## src/rtl/debounce_pkg.sv

```systemverilog
`default_nettype none
// +----------------------------------------------------------------------+
// | debounce_pkg : shared constants and width helpers for the debouncer   |
// | Rev 1.0                                                               |
// +----------------------------------------------------------------------+
package debounce_pkg;

  localparam int DEF_STABLE_TICKS = 4;
  localparam int DEF_LONG_TICKS   = 64;

  function automatic int clog2(input int n);
    int r;
    int v;
    r = 0;
    v = n - 1;
    while (v > 0) begin
      r = r + 1;
      v = v >> 1;
    end
    return r;
  endfunction

  // One extra bit so the counter can hold its terminal value without wrapping
  function automatic int cnt_width(input int stable_ticks);
    return clog2(stable_ticks) + 1;
  endfunction

  function automatic int hold_width(input int long_ticks);
    return clog2(long_ticks) + 1;
  endfunction

endpackage
`default_nettype wire

```

## src/rtl/debounce_channel.sv

```systemverilog
`default_nettype none
// +----------------------------------------------------------------------+
// | debounce_channel : sync + stability filter + long-press for one button|
// | Rev 1.0                                                               |
// +----------------------------------------------------------------------+
module debounce_channel
  import debounce_pkg::*;
#(
  parameter int   STABLE_TICKS = DEF_STABLE_TICKS,
  parameter int   LONG_TICKS   = DEF_LONG_TICKS,
  parameter logic IDLE_LEVEL   = 1'b0
) (
  input  logic clk,
  input  logic rst_n,
  input  logic slow_clk_en,
  input  logic pb_in,
  output logic pb_level,
  output logic pb_rise,
  output logic pb_fall,
  output logic pb_long
);

  localparam int CNT_W  = cnt_width(STABLE_TICKS);
  localparam int HOLD_W = hold_width(LONG_TICKS);

  localparam logic [CNT_W-1:0]  C_STAB_LAST = CNT_W'(STABLE_TICKS - 1);
  localparam logic [HOLD_W-1:0] C_HOLD_LAST = HOLD_W'(LONG_TICKS - 1);

  logic              r_sync1;
  logic              r_sync2;
  logic              r_level;
  logic [CNT_W-1:0]  r_stab_cnt;
  logic [HOLD_W-1:0] r_hold_cnt;
  logic              r_long_done;
  logic              r_rise;
  logic              r_fall;
  logic              r_long;

  logic w_mismatch;
  logic w_flip;
  logic w_hold_fire;

  assign w_mismatch  = (r_sync2 != r_level);
  assign w_flip      = w_mismatch && slow_clk_en && (r_stab_cnt == C_STAB_LAST);
  assign w_hold_fire = r_level && slow_clk_en && !r_long_done && (r_hold_cnt == C_HOLD_LAST);

  always_ff @(posedge clk or negedge rst_n) begin
    if (!rst_n) begin
      r_sync1 <= IDLE_LEVEL;
      r_sync2 <= IDLE_LEVEL;
    end else begin
      r_sync1 <= pb_in;
      r_sync2 <= r_sync1;
    end
  end

  // Pulses are registered at the same edge as the level flip, so they
  // coincide with the first cycle of the new level.
  always_ff @(posedge clk or negedge rst_n) begin
    if (!rst_n) begin
      r_level    <= IDLE_LEVEL;
      r_stab_cnt <= '0;
      r_rise     <= 1'b0;
      r_fall     <= 1'b0;
    end else begin
      r_rise <= w_flip & r_sync2;
      r_fall <= w_flip & ~r_sync2;
      if (!w_mismatch) begin
        r_stab_cnt <= '0;
      end else if (slow_clk_en) begin
        if (w_flip) begin
          r_level    <= r_sync2;
          r_stab_cnt <= '0;
        end else begin
          r_stab_cnt <= r_stab_cnt + CNT_W'(1);
        end
      end
    end
  end

  // Once long_done is set the counter stops at LONG_TICKS until release.
  always_ff @(posedge clk or negedge rst_n) begin
    if (!rst_n) begin
      r_hold_cnt  <= '0;
      r_long_done <= 1'b0;
      r_long      <= 1'b0;
    end else begin
      r_long <= w_hold_fire;
      if (!r_level) begin
        r_hold_cnt  <= '0;
        r_long_done <= 1'b0;
      end else if (slow_clk_en && !r_long_done) begin
        r_hold_cnt <= r_hold_cnt + HOLD_W'(1);
        if (w_hold_fire) begin
          r_long_done <= 1'b1;
        end
      end
    end
  end

  assign pb_level = r_level;
  assign pb_rise  = r_rise;
  assign pb_fall  = r_fall;
  assign pb_long  = r_long;

endmodule
`default_nettype wire

```

## src/rtl/debounce_multi_channel.sv

```systemverilog
`default_nettype none
// +----------------------------------------------------------------------+
// | debounce_multi_channel : N independent push-button conditioners       |
// | Rev 1.0                                                               |
// +----------------------------------------------------------------------+
module debounce_multi_channel
  import debounce_pkg::*;
#(
  parameter int   N_CH         = 4,
  parameter int   STABLE_TICKS = DEF_STABLE_TICKS,
  parameter int   LONG_TICKS   = DEF_LONG_TICKS,
  parameter logic IDLE_LEVEL   = 1'b0
) (
  input  logic            clk,
  input  logic            rst_n,
  input  logic            slow_clk_en,
  input  logic [N_CH-1:0] pb_in,
  output logic [N_CH-1:0] pb_level,
  output logic [N_CH-1:0] pb_rise,
  output logic [N_CH-1:0] pb_fall,
  output logic [N_CH-1:0] pb_long
);

  for (genvar i = 0; i < N_CH; i++) begin : g_ch
    debounce_channel #(
      .STABLE_TICKS (STABLE_TICKS),
      .LONG_TICKS   (LONG_TICKS),
      .IDLE_LEVEL   (IDLE_LEVEL)
    ) u_ch (
      .clk         (clk),
      .rst_n       (rst_n),
      .slow_clk_en (slow_clk_en),
      .pb_in       (pb_in[i]),
      .pb_level    (pb_level[i]),
      .pb_rise     (pb_rise[i]),
      .pb_fall     (pb_fall[i]),
      .pb_long     (pb_long[i])
    );
  end

endmodule
`default_nettype wire

```

## config.mk

```make
export PLATFORM = sky130hd
export DESIGN_NAME = debounce_multi_channel
export DESIGN_NICKNAME = d
export VERILOG_FILES = /design/src/rtl/debounce_pkg.sv /design/src/rtl/debounce_channel.sv /design/src/rtl/debounce_multi_channel.sv
export SDC_FILE = /design/constraint.sdc
export NUM_CORES = 1
export LEC_CHECK = 0
export BUFFER_PORTS_ARGS = -buffer_cell sky130_fd_sc_hd__buf_2
export CAP_MARGIN = 15
export CORE_ASPECT_RATIO = 2
export CORE_MARGIN = 1
export CORE_UTILIZATION = 32
export DETAILED_ROUTE_END_ITERATION = 12
export HOLD_SLACK_MARGIN = 0.03
export SKIP_CTS_REPAIR_TIMING = 1
export SLEW_MARGIN = 5
export SYNTH_ARGS = -nofsm -noshare
export SYNTH_HDL_FRONTEND = slang
export SYNTH_HIERARCHICAL = 1
export SYNTH_SLANG_ARGS = --single-unit
```

## constraint.sdc

```tcl
create_clock -name clk -period 1.2 [get_ports clk]
set_input_delay 0 -clock clk [delete_from_list [all_inputs] [get_ports clk]]
set_output_delay 0 -clock clk [all_outputs]
set_load 0.02 [all_outputs]
```

==> results.json, run 1 <==
{
  "chipHeight_um": 139,
  "max-vdd-ir-drop_v": 0.00103,
  "holdWs_ns": 0.154,
  "cts_made_buffers": 9,
  "start_util_pct": 33.1,
  "synth-main-ff-cell": "dfrtp_1",
  "antenna_found_initial": 0,
  "synth-seq-cells": 68,
  "dr.first_iter.drc_count": 94,
  "wirelength_mm": 5.36,
  "grt_max_degree": 37,
  "violations": "design-rule violations",
  "finalSetupTns_ns": 0,
  "cts_buffer_depth": 2,
  "p_per_area_nw_per_um2": 1770,
  "fin_skew_ns": 0.00535,
  "track_usage_pct": 12.7,
  "synthDistinctLibCells": 25,
  "antenna_cells": 0,
  "slew_headroom_pct": 68.3,
  "drc": 6,
  "maxUsedRoutingLayer": "met4",
  "wl_per_cell_um": 12.9,
  "vias": 2025,
  "die_w_um": 70.5,
  "syn_inst": 252,
  "ys_seq_area_share_pct": 56.6,
  "crit_arrival_ns": 1.39,
  "async_reset_ff_share_pct": 100,
  "start_kind": "flip-flop",
  "finalNetCount": 324,
  "rows": 49,
  "synth_area_per_cell_sq_um": 11.9,
  "clock_sinks": 68,
  "dr.pass1.iters": 8,
  "synthToLayoutAreaGrowth_pct": 30.3,
  "synth-edff-count": 0,
  "place_area_sq_um": 3410,
  "path_max_fanout": 3,
  "multi_input_area_sq_um": 1300,
  "synth_area_sq_um": 3000,
  "path_class": "flip-flop to flip-flop",
  "tritoncts": "done",
  "regArea_sq_um": 1700,
  "io_buffer_count": 22,
  "overflow": 0,
  "postRouteAntennaNets": 0,
  "fin_area_sq_um": 3920,
  "synth.yosys.warnings": 6,
  "tightestPinTransition_ns": 0.475,
  "setup-violations-final": 0,
  "fin_crit_sh_pct": 98.3,
  "clk_latency_ns": 0.33,
  "period_minus_slack_ns": 1.18,
  "cts.clk_slew.worst_paths_ns": 0.05,
  "status": "finished, violations left",
  "h-tree-depth": 3,
  "wl_met2_mm": 3.03,
  "grt_pass1_wl_mm": 9.40,
  "cts_root_buffer": "clkbuf_16",
  "drive_above_1_share_pct": 28.7,
  "core_area_sq_um": 9070,
  "drt-met1-wl_mm": 2.10,
  "hold_class": "input pin to flip-flop",
  "route.met3.wl_um": 137,
  "cap_violations": 0,
  "end_kind": "flip-flop",
  "hpwl_mm": 3.69,
  "hold_violations": 0,
  "grt_pass1_vias": 2115,
  "fill_cells": 885,
  "rsz0062_at_grt": "yes",
  "p_leak_nw": 1.80,
  "io_pins": 23,
  "fmax_mhz": 848,
  "vias_per_cell": 4.87,
  "cp.required_ns": 1.41,
  "die_area_sq_um": 9800,
  "syn-num-nets": 267,
  "maxSlewViolCount": 0,
  "gp_congestion": 0.717
}
-- synthesized netlist by cell type, types with 7 or more instances --
| library cell | number | area share, % |
|---|---|---|
| dfrtp_1 | 68 | 57 |
| nand2b_1 | 12 | 2.5 |
| o21ai_0 | 12 | 2.0 |
| a21boi_1 | 12 | 3.0 |
| or3_1 | 12 | 2.5 |
| nand4_1 | 8 | 1.7 |
| nor3b_1 | 8 | 2.0 |
| a21oi_1 | 8 | 1.3 |
| nand2_1 | 16 | 2.0 |
| xnor2_1 | 9 | 2.6 |
| nor2b_1 | 7 | 1.5 |
| and2_1 | 12 | 2.5 |
| ha_1 | 8 | 3.3 |
| nand3b_1 | 12 | 3.0 |
| o21a_1 | 12 | 3.0 |
-- report_power, final --
| group | total, mW | internal (mW) | switching, mW |
|---|---|---|---|
| logic | 1.08 | 0.554 | 0.531 |
| clock network | 3.19 | 2.23 | 0.953 |
| registers | 2.67 | 2.49 | 0.176 |
| total | 6.94 | 5.28 | 1.66 |
-- layer usage --
layer / track usage [%] / vias to the layer above
met2: 22.9 / 21
met3: 3.49 / 5
met1: 12.4 / 995
li1: - / 1004
met5: 0 / -
met4: 7.73 / 0
-- logic make-up (layout without fill, tap and decap cells) --
kind of cell             count (synthesis)  count (layout)  share of synthesized area [%]
XOR/XNOR                                12              12                           3.50
AND/OR/NAND/NOR                        104             104                           22.4
buffers and inverters                    8              70                           2.00
adder cells (fa/ha/maj)                  8               8                           3.33
AO/OA/AOI/OAI                           44              44                           9.33
multiplexers                             8               8                           2.83
flip-flops                              68              68                           56.6
-- worst max-delay path, cell delays in order (launching register included) --
cell and delay [ns]:
dfrtp_1 0.37, ha_2 0.19, nand4_1 0.15, o21a_1 0.20, o21a_1 0.16
-- layout make-up --
type	instances	share of cell area (%)
repair buffers	54	10.7
flip-flops and latches	68	43.5
clock inverters	7	3.55
multi-input cells	176	33.3
well taps	102	3.26
clock buffers	9	5.75
-- final timing paths --
path / slack [ns] / cells after the start / end / from
worst max register to register: 0.02 / 4 / g_ch[1].u_ch/r_hold_cnt[6]$_DFFE_PN0P_ / g_ch[1].u_ch/r_hold_cnt[1]$_DFFE_PN0P_
worst min register to register: 0.35 / 0 / g_ch[1].u_ch/r_sync2$_DFF_PN0_ / g_ch[1].u_ch/r_sync1$_DFF_PN0_
max in group asynchronous: 0.52 / 3 / g_ch[1].u_ch/r_hold_cnt[4]$_DFFE_PN0P_ / rst_n
worst min-delay path: 0.15 / 4 / g_ch[2].u_ch/r_stab_cnt[0]$_DFFE_PN0P_ / slow_clk_en
min in group asynchronous: 0.16 / 2 / g_ch[0].u_ch/pb_rise$_DFF_PN0_ / rst_n
worst max-delay path: 0.02 / 4 / g_ch[1].u_ch/r_hold_cnt[6]$_DFFE_PN0P_ / g_ch[1].u_ch/r_hold_cnt[1]$_DFFE_PN0P_
-- placed cells by master (no fill, tap or decap), types with 8 or more instances in the layout --
cell type  instances
nand3b_1          12
o21a_1            12
a21oi_1            8
ha_2               8
buf_4             19
buf_2             22
o21ai_0           12
a21boi_1          11
and2_1            12
nand2b_1          12
nor3b_1            8
xnor2_1            9
clkbuf_16          9
nand2_1           14
dfrtp_1           68
nand4_1            8
or3_1             11
-- flip-flops by register name, summed over array words and instances, names as in the netlist --
register,cells
g_ch.u_ch/r_stab_cnt,12
g_ch.u_ch/pb_level,4
g_ch.u_ch/r_sync2,4
g_ch.u_ch/r_hold_cnt,28
g_ch.u_ch/r_sync1,4
g_ch.u_ch/pb_fall,4
g_ch.u_ch/pb_rise,4
g_ch.u_ch/r_long_done,4
g_ch.u_ch/pb_long,4
-- through the flow --
stage	utilization, %	cells	power (mW)	setup slack (ns)
floorplan	-	252	3.35	0.0434
global placement	37.6	394	3.72	0.00570
detailed placement	37.6	394	3.77	-0.0271
CTS	41.6	410	7.03	-0.0439
global route	43.1	416	7.32	-0.0729
finish	43.1	416	6.94	0.0208
Power figures use the tool's default switching activity.
==> run 2: changes to the inputs <==
--- a/config.mk
+++ b/config.mk
@@ -10,8 +10,10 @@
 export CORE_ASPECT_RATIO = 2
 export CORE_MARGIN = 1
 export CORE_UTILIZATION = 32
+export CTS_CLUSTER_SIZE = 12
 export DETAILED_ROUTE_END_ITERATION = 12
 export HOLD_SLACK_MARGIN = 0.03
+export PLACE_DENSITY_LB_ADDON = 0.2
 export SKIP_CTS_REPAIR_TIMING = 1
 export SLEW_MARGIN = 5
 export SYNTH_ARGS = -nofsm -noshare
==> run 2 against run 1 <==
The flow still finishes with violations (design-rule violations). Via count grew 1.0%. Hold slack lost 0.0037 ns. Total power shrank 7.0%. Combinational power grew 5%. Register-to-register slack is essentially flat. Cell area shrank 1.3%. Die area is the same. Setup slack lost 0.0048 ns. Count of clock-buffer cells in the layout grew 5. Core utilization shrank 0.55 points. Final cell count grew 0.48%. Non-clock buffer count grew 3.
==> results.json, run 2 (same netlist as run 1, synthesis figures left out) <==
{
  "worst-path-buf-inv": 0,
  "grt_max_degree": 69,
  "r2r-end": "g_ch[0].u_ch/r_hold_cnt[6]$_DFFE_PN0P_",
  "min_from": "slow_clk_en",
  "drc": 2,
  "period_minus_slack_ns": 1.18,
  "stdcell_count": 418,
  "dr.pass1.iters": 8,
  "antenna_cells": 0,
  "end_kind": "flip-flop",
  "gp_congestion": 0.687,
  "synthToLayoutAreaGrowth_pct": 28.7,
  "p_per_area_nw_per_um2": 1670,
  "dr.first_iter.drc_count": 36,
  "slowest_stage": "dfrtp_1",
  "drive_above_1_share_pct": 28.2,
  "violations": "design-rule violations",
  "top_regs": "g_ch.u_ch/r_hold_cnt: 28 flops, g_ch.u_ch/r_stab_cnt: 12 flops",
  "p_leak_nw": 1.77,
  "rsz0062_at_grt": "yes",
  "cts.clk_slew.worst_paths_ns": 0.05,
  "maxSlewViolCount": 0,
  "layout_commonest_cell": "dfrtp_1",
  "cts_made_buffers": 9,
  "path_delay_family": "flip-flops",
  "io_pins": 23,
  "wl_per_cell_um": 12.8,
  "tritoncts": "done",
  "rr_startpoint": "g_ch[0].u_ch/r_hold_cnt[0]$_DFFE_PN0P_",
  "holdWs_ns": 0.150,
  "track_usage_pct": 11.9,
  "regArea_sq_um": 1700,
  "cap_violations": 0,
  "hpwl_mm": 3.49,
  "status": "finished, violations left",
  "fmax_mhz": 845,
  "io_buffer_count": 22,
  "cts_root_buffer": "clkbuf_16",
  "hold_violations": 0,
  "grt_pass1_wl_mm": 9.09,
  "start_util_pct": 33.1,
  "cts_buffer_depth": 2,
  "path_max_fanout": 3,
  "grt_pass1_vias": 2045,
  "slew_headroom_pct": 74.9,
  "start_kind": "flip-flop",
  "postRouteAntennaNets": 0,
  "placed_cells": 391,
  "crit_path_frequent_cell": "o21a_1",
  "vias": 2046,
  "final_cell_mix": "dfrtp_1, buf_4, buf_2, nand2_1",
  "fin_skew_ns": 0.00552,
  "vias_per_cell": 4.89,
  "crit_path_max_incr_delay_ns": 0.39,
  "wirelength_mm": 5.36,
  "fill_cells": 888,
  "fin_util_pct": 42.6,
  "fin_crit_sh_pct": 98.7,
  "finalNetCount": 327,
  "largest_reg_flops": 28,
  "antenna_found_initial": 0,
  "die_w_um": 70.5,
  "chipHeight_um": 139,
  "cp.required_ns": 1.41,
  "setup-violations-final": 0,
  "hold_class": "input pin to flip-flop",
  "crit_arrival_ns": 1.39,
  "multi_input_area_sq_um": 1320,
  "largest_register": "g_ch.u_ch/r_hold_cnt",
  "rr_worst_depth": 4,
  "max-vdd-ir-drop_v": 0.00112,
  "hold_end": "g_ch[1].u_ch/r_stab_cnt[0]$_DFFE_PN0P_",
  "rows": 49,
  "path_class": "flip-flop to flip-flop",
  "h-tree-depth": 3,
  "die_area_sq_um": 9800,
  "cp_cell_sequence": "ha_4, nand4_1, o21a_1, o21a_1",
  "overflow": 0,
  "clk_latency_ns": 0.32,
  "tightestPinTransition_ns": 0.377,
  "clock_sinks": 68,
  "whs_path_depth": 4,
  "core_area_sq_um": 9070,
  "reg2reg_slack_ns": 0.02
}
run 2: final cells by class:
cell class / instances / area share, %
repair buffers: 57 / 10.6
clock inverters: 1 / 0.777
well taps: 102 / 3.30
flip-flops and latches: 68 / 44.0
clock buffers: 14 / 7.09
multi-input cells: 176 / 34.2
run 2: through the flow:
step / instance area, sq um / total power [mW] / worst slack [ns] / setup TNS [ns]
floorplan: 3000 / 3.35 / 0.0434 / 0
global placement: 3380 / 3.74 / -0.0438 / -0.105
detailed placement: 3380 / 3.76 / -0.0585 / -0.338
CTS: 3680 / 6.47 / -0.0659 / -0.490
global route: 3860 / 6.81 / -0.0410 / -0.238
finish: 3860 / 6.46 / 0.0160 / 0
run 2: where the power goes:
group / switching, mW / internal [mW] / leakage [nW] / total, mW
Sequential: 0.190 / 2.50 / 0.922 / 2.69
Clock: 0.879 / 1.77 / 0.149 / 2.65
Combinational: 0.541 / 0.584 / 0.701 / 1.13
run 2: worst max path at each step:
stage                                            from  cells after the start  slack [ns]                                endpoint
6_report       g_ch[0].u_ch/r_hold_cnt[0]$_DFFE_PN0P_                      4        0.02  g_ch[0].u_ch/r_hold_cnt[6]$_DFFE_PN0P_
5_1_grt        g_ch[0].u_ch/r_hold_cnt[0]$_DFFE_PN0P_                      4       -0.04  g_ch[0].u_ch/r_hold_cnt[6]$_DFFE_PN0P_
4_1_cts        g_ch[0].u_ch/r_hold_cnt[0]$_DFFE_PN0P_                      4       -0.07          g_ch[0].u_ch/pb_long$_DFF_PN0_
3_5_place_dp   g_ch[0].u_ch/r_hold_cnt[0]$_DFFE_PN0P_                      4       -0.06          g_ch[0].u_ch/pb_long$_DFF_PN0_
3_3_place_gp   g_ch[0].u_ch/r_hold_cnt[0]$_DFFE_PN0P_                      4       -0.04          g_ch[0].u_ch/pb_long$_DFF_PN0_
2_1_floorplan  g_ch[0].u_ch/r_stab_cnt[0]$_DFFE_PN0P_                      3        0.04       g_ch[0].u_ch/pb_level$_DFFE_PN0P_
run 2: metal layers:
layer | GRT usage [%] | wire length [um] | up-vias
met1 | 13.4 | 2310 | 1006
met2 | 20.1 | 2770 | 26
li1 | - | - | 1005
met3 | 3.20 | 141 | 9
met4 | 6.77 | 128 | 0
met5 | 0 | 0 | -
run 2: tightest hold or removal path, cell delays in order:
cell and delay (ns):
buf_2 0.11, buf_12 0.16, nand3b_1 0.09, a21oi_1 0.05
==> run 3: changes to the inputs <==
--- a/config.mk
+++ b/config.mk
@@ -9,7 +9,7 @@
 export CAP_MARGIN = 15
 export CORE_ASPECT_RATIO = 2
 export CORE_MARGIN = 1
-export CORE_UTILIZATION = 32
+export CORE_UTILIZATION = 53
 export CTS_CLUSTER_SIZE = 12
 export DETAILED_ROUTE_END_ITERATION = 12
 export HOLD_SLACK_MARGIN = 0.03
==> run 3 against run 2 <==
The flow finishes with violations (negative setup slack). Clock power down 25%. Total power is 9.2% lower. Fmax down 2.6%. Sequential power is essentially flat. Hold slack got worse by 0.025 ns. Register-to-register slack worse by 0.03 ns. Cell area fell by 1.8%. Largest power group unchanged. Clock skew fell by 0.00074 ns. Setup slack got worse by 0.032 ns. Non-clock buffer count is 3 higher. Global-route usage grew 7.4 points. Largest cell class unchanged. Final cell count shrank 9.1%.
==> results.json, run 3 (same netlist as run 1, synthesis figures left out) <==
{
  "dr.pass1.iters": 4,
  "largest_register": "g_ch.u_ch/r_hold_cnt",
  "fin_skew_ns": 0.00477,
  "setup-violations-final": 4,
  "crit_arrival_ns": 1.49,
  "finalNetCount": 330,
  "chipHeight_um": 108,
  "crit_path_max_incr_delay_ns": 0.38,
  "path_max_fanout": 3,
  "cp_cell_sequence": "buf_4, nand4_1, or3_1, a21boi_1",
  "hold_class": "input pin to flip-flop",
  "io_buffer_count": 22,
  "grt_util_met2_pct": 34.2,
  "core_area_sq_um": 5420,
  "fin_crit_sh_pct": 101,
  "clk_latency_ns": 0.35,
  "gp_congestion": 0.752,
  "vias_per_cell": 5.46,
  "hold_violations": 0,
  "synthToLayoutAreaGrowth_pct": 26.3,
  "tritoncts": "done",
  "cp.required_ns": 1.47,
  "period_minus_slack_ns": 1.22,
  "layout_commonest_cell": "dfrtp_1",
  "slowest_stage": "or3_1",
  "antenna_cells": 0,
  "grt_use_met3_pct": 4.90,
  "finalSetupTns_ns": -0.0359,
  "clock_sinks": 68,
  "status": "finished, violations left",
  "grt_pass1_wl_mm": 8.78,
  "start_kind": "flip-flop",
  "hpwl_mm": 3.47,
  "h-tree-depth": 3,
  "overflow": 0,
  "holdWs_ns": 0.125,
  "die_w_um": 55.2,
  "slew_headroom_pct": 66.3,
  "grt_pass1_vias": 2089,
  "end_kind": "flip-flop",
  "vias": 2076,
  "io_pins": 23,
  "p_leak_nw": 1.76,
  "postRouteAntennaNets": 0,
  "drc": 0,
  "fin_ws_ns": -0.0158,
  "wl_per_cell_um": 14.3,
  "cap_violations": 0,
  "die_area_sq_um": 5990,
  "worst-path-buf-inv": 1,
  "dr.first_iter.drc_count": 55,
  "path_class": "flip-flop to flip-flop",
  "track_usage_pct": 19.3,
  "maxSlewViolCount": 0,
  "max-vdd-ir-drop_v": 0.00131,
  "tightestPinTransition_ns": 0.506,
  "busiest_layer": "met2",
  "start_util_pct": 55.4,
  "cts_buffer_depth": 2,
  "cts_made_buffers": 9,
  "cts_root_buffer": "clkbuf_8",
  "path_delay_family": "simple AND/OR/NAND/NOR gates",
  "violations": "negative setup slack",
  "wirelength_mm": 5.45,
  "final_cell_mix": "dfrtp_1, buf_4, buf_2, nand2_1, clkbuf_8",
  "fmax_mhz": 822,
  "use_met1_pct": 19.6,
  "rows": 38,
  "top_regs": "g_ch.u_ch/r_hold_cnt: 28 flops, g_ch.u_ch/r_stab_cnt: 12 flops",
  "grt_max_degree": 37,
  "p_per_area_nw_per_um2": 1550,
  "cts.clk_slew.worst_paths_ns": 0.07,
  "drive_above_1_share_pct": 31.3,
  "rsz0062_at_grt": "yes",
  "fin_util_pct": 70.0,
  "largest_reg_flops": 28,
  "antenna_found_initial": 0
}
-- run 3: cell count changes in the layout (fill, tap and decap cells not counted), sizes merged --
cell	delta
clkinv	+1
buf	+3
clkbuf	-1
clkinvlp	+1
-- run 3: path summary, 6_finish.rpt --
| path | from | end | slack, ns | cells past startpoint |
|---|---|---|---|---|
| max in group asynchronous | rst_n | g_ch[0].u_ch/r_hold_cnt[3]$_DFFE_PN0P_ | 0.54 | 3 |
| min in group asynchronous | rst_n | g_ch[2].u_ch/r_hold_cnt[4]$_DFFE_PN0P_ | 0.15 | 2 |
| min | slow_clk_en | g_ch[0].u_ch/r_stab_cnt[0]$_DFFE_PN0P_ | 0.13 | 4 |
| max reg2reg | g_ch[3].u_ch/r_hold_cnt[0]$_DFFE_PN0P_ | g_ch[3].u_ch/r_hold_cnt[5]$_DFFE_PN0P_ | -0.02 | 4 |
| max | g_ch[3].u_ch/r_hold_cnt[0]$_DFFE_PN0P_ | g_ch[3].u_ch/r_hold_cnt[5]$_DFFE_PN0P_ | -0.02 | 4 |
| min reg2reg | g_ch[0].u_ch/r_sync1$_DFF_PN0_ | g_ch[0].u_ch/r_sync2$_DFF_PN0_ | 0.35 | 0 |
-- run 3: area by class of cell --
class / instances / area (sq um)
Sequential cell: 68 / 1700
Fill cell: 406 / 1630
Multi-Input combinational cell: 176 / 1350
Timing Repair Buffer: 60 / 449
Clock buffer: 13 / 179
Tap cell: 60 / 75.1
Clock inverter: 3 / 42.5
-- run 3: metal layers --
layer	part of all wire, %	up-vias
met3	2.4	11
met2	55	26
met4	2.7	0
li1	-	1004
met5	0	-
met1	40	1035
-- run 3: worst reg2reg max path, stage by stage, from the launching register on --
cell and delay (ns):
dfrtp_1 0.36, buf_4 0.13, nand4_1 0.13, or3_1 0.38, a21boi_1 0.14
-- run 3: where the power goes --
group / switching, mW / total [mW] / internal, mW
combinational: 0.557 / 1.17 / 0.614
sequential: 0.195 / 2.69 / 2.49
clock: 0.822 / 2.00 / 1.18
-- run 3: through the flow --
step / area, sq um / setup slack (ns) / cells / power, mW
6_report: 3790 / -0.0158 / 380 / 5.86
5_1_grt: 3790 / -0.0798 / 380 / 6.15
4_1_cts: 3570 / -0.0553 / 366 / 5.79
3_5_place_dp: 3350 / -0.0345 / 350 / 3.77
3_3_place_gp: 3350 / -0.0105 / 350 / 3.73
2_1_floorplan: 3000 / 0.0434 / 252 / 3.35
